`src/rtl/param_stream_fifo_pkg.sv`:
```
// Shared sizing helpers and limits for the typed-parameter stream FIFO.
package param_fifo_pkg;

  localparam int unsigned MAX_DEPTH = 256;

  function automatic int unsigned cnt_w(int unsigned depth);
    return $clog2(depth + 1);
  endfunction

  function automatic int unsigned ptr_w(int unsigned depth);
    return ($clog2(depth) < 1) ? 1 : $clog2(depth);
  endfunction

endpackage

```
`src/rtl/param_stream_fifo_ptr.sv`:
```
// Circular pointer over DEPTH entries; wraps by explicit compare so non-power-of-two depths work.
module fifo_wrap_ptr
  import param_fifo_pkg::*;
#(
  parameter int unsigned DEPTH = 4
) (
  input  logic                       clk,
  input  logic                       rst_n,
  input  logic                       inc,
  input  logic                       clr,
  output logic [ptr_w(DEPTH)-1:0]    ptr
);

  localparam int unsigned PW = ptr_w(DEPTH);
  localparam logic [PW-1:0] LAST = PW'(DEPTH - 1);

  logic [PW-1:0] ptr_d, ptr_q;

  always_comb begin
    ptr_d = ptr_q;
    if (clr) begin
      ptr_d = '0;
    end else if (inc) begin
      ptr_d = (ptr_q == LAST) ? '0 : ptr_q + 1'b1;
    end
  end

  always_ff @(posedge clk or negedge rst_n) begin
    if (!rst_n) begin
      ptr_q <= '0;
    end else begin
      ptr_q <= ptr_d;
    end
  end

  assign ptr = ptr_q;

endmodule

```
`src/rtl/param_stream_fifo.sv`:
```
// Valid/ready FIFO with a type-parameterised element, arbitrary depth and an idle output value.
module param_stream_fifo
  import param_fifo_pkg::*;
#(
  parameter type         T           = logic [7:0],
  parameter int unsigned DEPTH       = 4,
  parameter int unsigned AFULL_LEVEL = DEPTH - 1,
  parameter T            IDLE_VALUE  = '0
) (
  input  logic                       clk,
  input  logic                       rst_n,
  input  logic                       flush,
  input  logic                       in_valid,
  output logic                       in_ready,
  input  T                           in_data,
  output logic                       out_valid,
  input  logic                       out_ready,
  output T                           out_data,
  output logic [cnt_w(DEPTH)-1:0]    count,
  output logic                       almost_full
);

  localparam int unsigned CW = cnt_w(DEPTH);
  localparam int unsigned PW = ptr_w(DEPTH);

  if (DEPTH < 2 || DEPTH > MAX_DEPTH || AFULL_LEVEL == 0 || AFULL_LEVEL > DEPTH) begin : g_param_err
    $error("param_stream_fifo: illegal DEPTH or AFULL_LEVEL");
  end

  logic [CW-1:0] count_d, count_q;
  logic [PW-1:0] wr_ptr, rd_ptr;
  logic          push, pop;
  T              mem_q [DEPTH];

  // Flush drops any same-cycle push so storage is never written by it.
  assign push = in_valid && in_ready && !flush;
  assign pop  = out_valid && out_ready;

  fifo_wrap_ptr #(.DEPTH(DEPTH)) u_wr_ptr (
    .clk   (clk),
    .rst_n (rst_n),
    .inc   (push),
    .clr   (flush),
    .ptr   (wr_ptr)
  );

  fifo_wrap_ptr #(.DEPTH(DEPTH)) u_rd_ptr (
    .clk   (clk),
    .rst_n (rst_n),
    .inc   (pop),
    .clr   (flush),
    .ptr   (rd_ptr)
  );

  always_comb begin
    count_d = count_q;
    if (flush) begin
      count_d = '0;
    end else if (push && !pop) begin
      count_d = count_q + 1'b1;
    end else if (pop && !push) begin
      count_d = count_q - 1'b1;
    end
  end

  always_ff @(posedge clk or negedge rst_n) begin
    if (!rst_n) begin
      count_q <= '0;
    end else begin
      count_q <= count_d;
    end
  end

  always_ff @(posedge clk) begin
    if (push) begin
      mem_q[wr_ptr] <= in_data;
    end
  end

  always_comb begin
    in_ready    = (count_q != CW'(DEPTH));
    out_valid   = (count_q != '0);
    almost_full = (count_q >= CW'(AFULL_LEVEL));
    count       = count_q;
    out_data    = IDLE_VALUE;
    if (out_valid) begin
      out_data = mem_q[rd_ptr];
    end
  end

endmodule

```
`config.mk`:
```
export PLATFORM = sky130hd
export DESIGN_NAME = param_stream_fifo
export DESIGN_NICKNAME = d
export VERILOG_FILES = /design/src/rtl/param_stream_fifo_pkg.sv /design/src/rtl/param_stream_fifo_ptr.sv /design/src/rtl/param_stream_fifo.sv
export SDC_FILE = /design/constraint.sdc
export NUM_CORES = 1
export LEC_CHECK = 0
export CAP_MARGIN = 30
export CORE_ASPECT_RATIO = 0.75
export CORE_UTILIZATION = 52
export DETAILED_ROUTE_END_ITERATION = 8
export GPL_ROUTABILITY_DRIVEN = 0
export GPL_TIMING_DRIVEN = 1
export PLACE_DENSITY = 0.86
export SLEW_MARGIN = 30
export SYNTH_ARGS = -nofsm -noshare
export SYNTH_HDL_FRONTEND = slang
export SYNTH_SLANG_ARGS = --single-unit
```
`constraint.sdc`:
```
create_clock -name clk -period 2.7 [get_ports clk]
set_clock_uncertainty 0.1 [all_clocks]
set_input_delay 0.54 -clock clk [delete_from_list [all_inputs] [get_ports clk]]
set_output_delay 0.54 -clock clk [all_outputs]
set_load 0.02 [all_outputs]
```
==> qor.txt <==
Ant diodes -> 0
DP HPWL -> 2.16 mm
RSZ-0062 raised after global routing -> false
Worst Tran Pin Value -> 0.452 ns
Antenna violations before repair -> 0
Final ANT Viol Nets -> 0
CTS Buf Count -> 5
Pwr per Cell Area -> 905 nW/µm²
Setup tns final -> 0 ns
Synth Flop Type -> edfxtp_1
Clock Tree Buf Depth -> 2
Final non-filler cell total -> 183
CTS Sinks -> 39
Worst-case vdd ir drop -> 0.450 mV
CTS Hold Bufs -> 0
Synth top area share -> 0.551
Crit path kind -> reg -> out
Status -> completed
Gr usage total -> 0.205
Fmax -> 378 MHz
Post-layout min period -> 2.64 ns
DRC Markers -> 0
Unique cell type count in the Yosys netlist -> 29
Sequential power share -> 0.389
Mapped Nets -> 130
DR iter-0 viols -> 91
Slew HR -> 0.699
Row count -> 17
Worst path cell trace -> buf_4 -> mux4_2 -> and2_1 -> clkdlybuf4s50_1
Tcrit/Tclk final -> 0.979
Ys async rst share -> 0.179
Layout cells sized above 1 -> 0.166
Most common cell after layout, fill and taps aside -> edfxtp_1
Internal Power -> 1.34 mW
GRT overflow -> 0
Clock tree from TritonCTS -> built
I/O Buffers -> 26
Clk pwr share -> 0.213
CTS Root Cell -> clkbuf_8
Final setup viols -> 0
Cells taking the most area after synthesis -> edfxtp_1 55%, mux4_2 10%, dfrtp_1 10%
Inst Count DP -> 175
Mean post-synth cell area -> 15.6 µm²
Post-route cell area -> 2180 µm²
Router iterations before antenna repair -> 4
Final hold violations -> 0
Crit path required time -> 2.06 ns
Sequential area share after synthesis -> 0.651
Total Wirelength -> 3.09 mm
Final Slew Violations -> 0
CP Max Fanout -> 5
Slowest stage cell, crit path -> clkdlybuf4s50_1
First-pass GRT wire length -> 4.98 mm
Largest stage delay on the critical path -> 0.54 ns
Most frequent cells in the layout -> 32 x edfxtp_1, 21 x clkdlybuf4s50_1, 13 x and2_1
Core ar. -> 3060 µm²
Hold Crit Class -> in -> async
H-tree Lvls -> 2
Pwr Total -> 1.97 mW
Largest area contributor in the netlist -> edfxtp_1
# nets final -> 162
Die area -> 3590 µm²
Critical path launch point type -> register
#FFs+latches synth -> 39
Die X -> 68.9 µm
Psw -> 0.630 mW
Largest net degree at the start of global routing -> 12
Logic pwr share -> 0.398
Starting density of the core -> 0.569
Vias in the first global route -> 1,068
Skew-Pair Late Insertion Delay -> 0.29 ns
Total number of vias -> 1,016
Clk pin slew, worst setup/hold paths -> 0.07 ns
IO Pins -> 27
Syn Std Cell Area -> 1740 µm²
Max Cap Viol -> 0
Placed Area -> 2060 µm²
Synth-to-Final Area Change -> 25.0%
Crit end category -> primary output
Die Ht -> 52.2 µm
Cells after synthesis -> 112
Sw Share -> 0.319
Routed len/inst -> 16.9 µm
Leak -> 0.858 nW
Yosys warns -> 0
Post-synth EDFFs -> 32
Via-per-instance ratio -> 5.55
Min setup slack post-route -> 0.0579 ns
Pre-CTS setup slack -> 0.0566 ns
Worst Path Arrival -> 2.00 ns
## per-layer routing
layer | routed length (µm) | global-route usage | vias up | part of all wire
met5 | 0 | 0 | - | 0
met4 | 31 | 0.0714 | 0 | 0.010
met3 | 151 | 0.0526 | 4 | 0.049
met2 | 1580 | 0.341 | 23 | 0.51
met1 | 1320 | 0.258 | 514 | 0.43
li1 | - | - | 475 | -
## cell usage after synthesis (2+ instances only)
master,instances
o21ai_0,2
xnor2_1,2
and2_1,13
nand3_1,3
ha_1,4
inv_1,5
edfxtp_1,32
mux4_2,8
nor2_1,7
xor2_1,3
nand2_1,6
clkbuf_1,3
dfrtp_1,7
a21oi_1,2
## sequential cells by signal, indices dropped and copies added (netlist names)
name	cells
u_rd_ptr.ptr	2
u_wr_ptr.ptr	2
mem_q	32
count	3
## critical path, delay by kind of cell, from the launching register on
family        cells  cell delay, ns
buf+inv           2            0.70
mux               1            0.49
flops             1            0.35
simple gates      1            0.17
## cells by family after synthesis
family,Yosys count,share of synthesized area
flip-flops,39,0.651
AND/OR/NAND/NOR,34,0.109
buffers and inverters,11,0.0265
multiplexers,10,0.118
AO/OA/AOI/OAI,8,0.0301
XOR/XNOR,5,0.0251
adder cells (fa/ha/maj),5,0.0402
## cell type report
class | count | area, µm²
clock buffer | 8 | 100
fill | 208 | 883
inverter | 5 | 18.8
multi-input combinational | 62 | 567
sequential | 39 | 1140
tap | 38 | 47.5
timing repair buffer | 31 | 310
## power groups by stage
stage               clock network [mW]  logic [mW]  registers, mW
detailed placement                   0       0.788          0.776
finish                           0.420       0.786          0.767
floorplan                            0       0.473          0.775
global route                     0.448       0.852          0.774
CTS                              0.423       0.799          0.766
global placement                     0       0.763          0.771
## metrics by stage
stage | hold slack, ns | utilization
2_1_floorplan | 0.144 | -
3_3_place_gp | 0.452 | 0.673
3_5_place_dp | 0.470 | 0.673
4_1_cts | 0.441 | 0.708
5_1_grt | 0.446 | 0.712
6_report | 0.427 | 0.712
## worst paths after layout
kind                                                   from  cells past startpoint  slack, ns                           to
worst max register to register         count[1]$_DFFE_PN0P_                      8       0.14         count[2]$_DFFE_PN0P_
min in group clk                u_wr_ptr.ptr[1]$_DFFE_PN0P_                      2       0.48  u_wr_ptr.ptr[1]$_DFFE_PN0P_
worst max-delay path            u_rd_ptr.ptr[0]$_DFFE_PN0P_                      4       0.06                  out_data[5]
worst min-delay path                                  rst_n                      1       0.43  u_wr_ptr.ptr[1]$_DFFE_PN0P_
worst min register to register  u_wr_ptr.ptr[1]$_DFFE_PN0P_                      2       0.48  u_wr_ptr.ptr[1]$_DFFE_PN0P_
max in group asynchronous                             rst_n                      1       1.81         count[0]$_DFFE_PN0P_
## repair_timing
item	in CTS	in global routing
buffers inserted	0	0
setup endpoints to repair	8	5
gates cloned	0	0
resized for setup	1	5
Power figures use the tool's default switching activity.
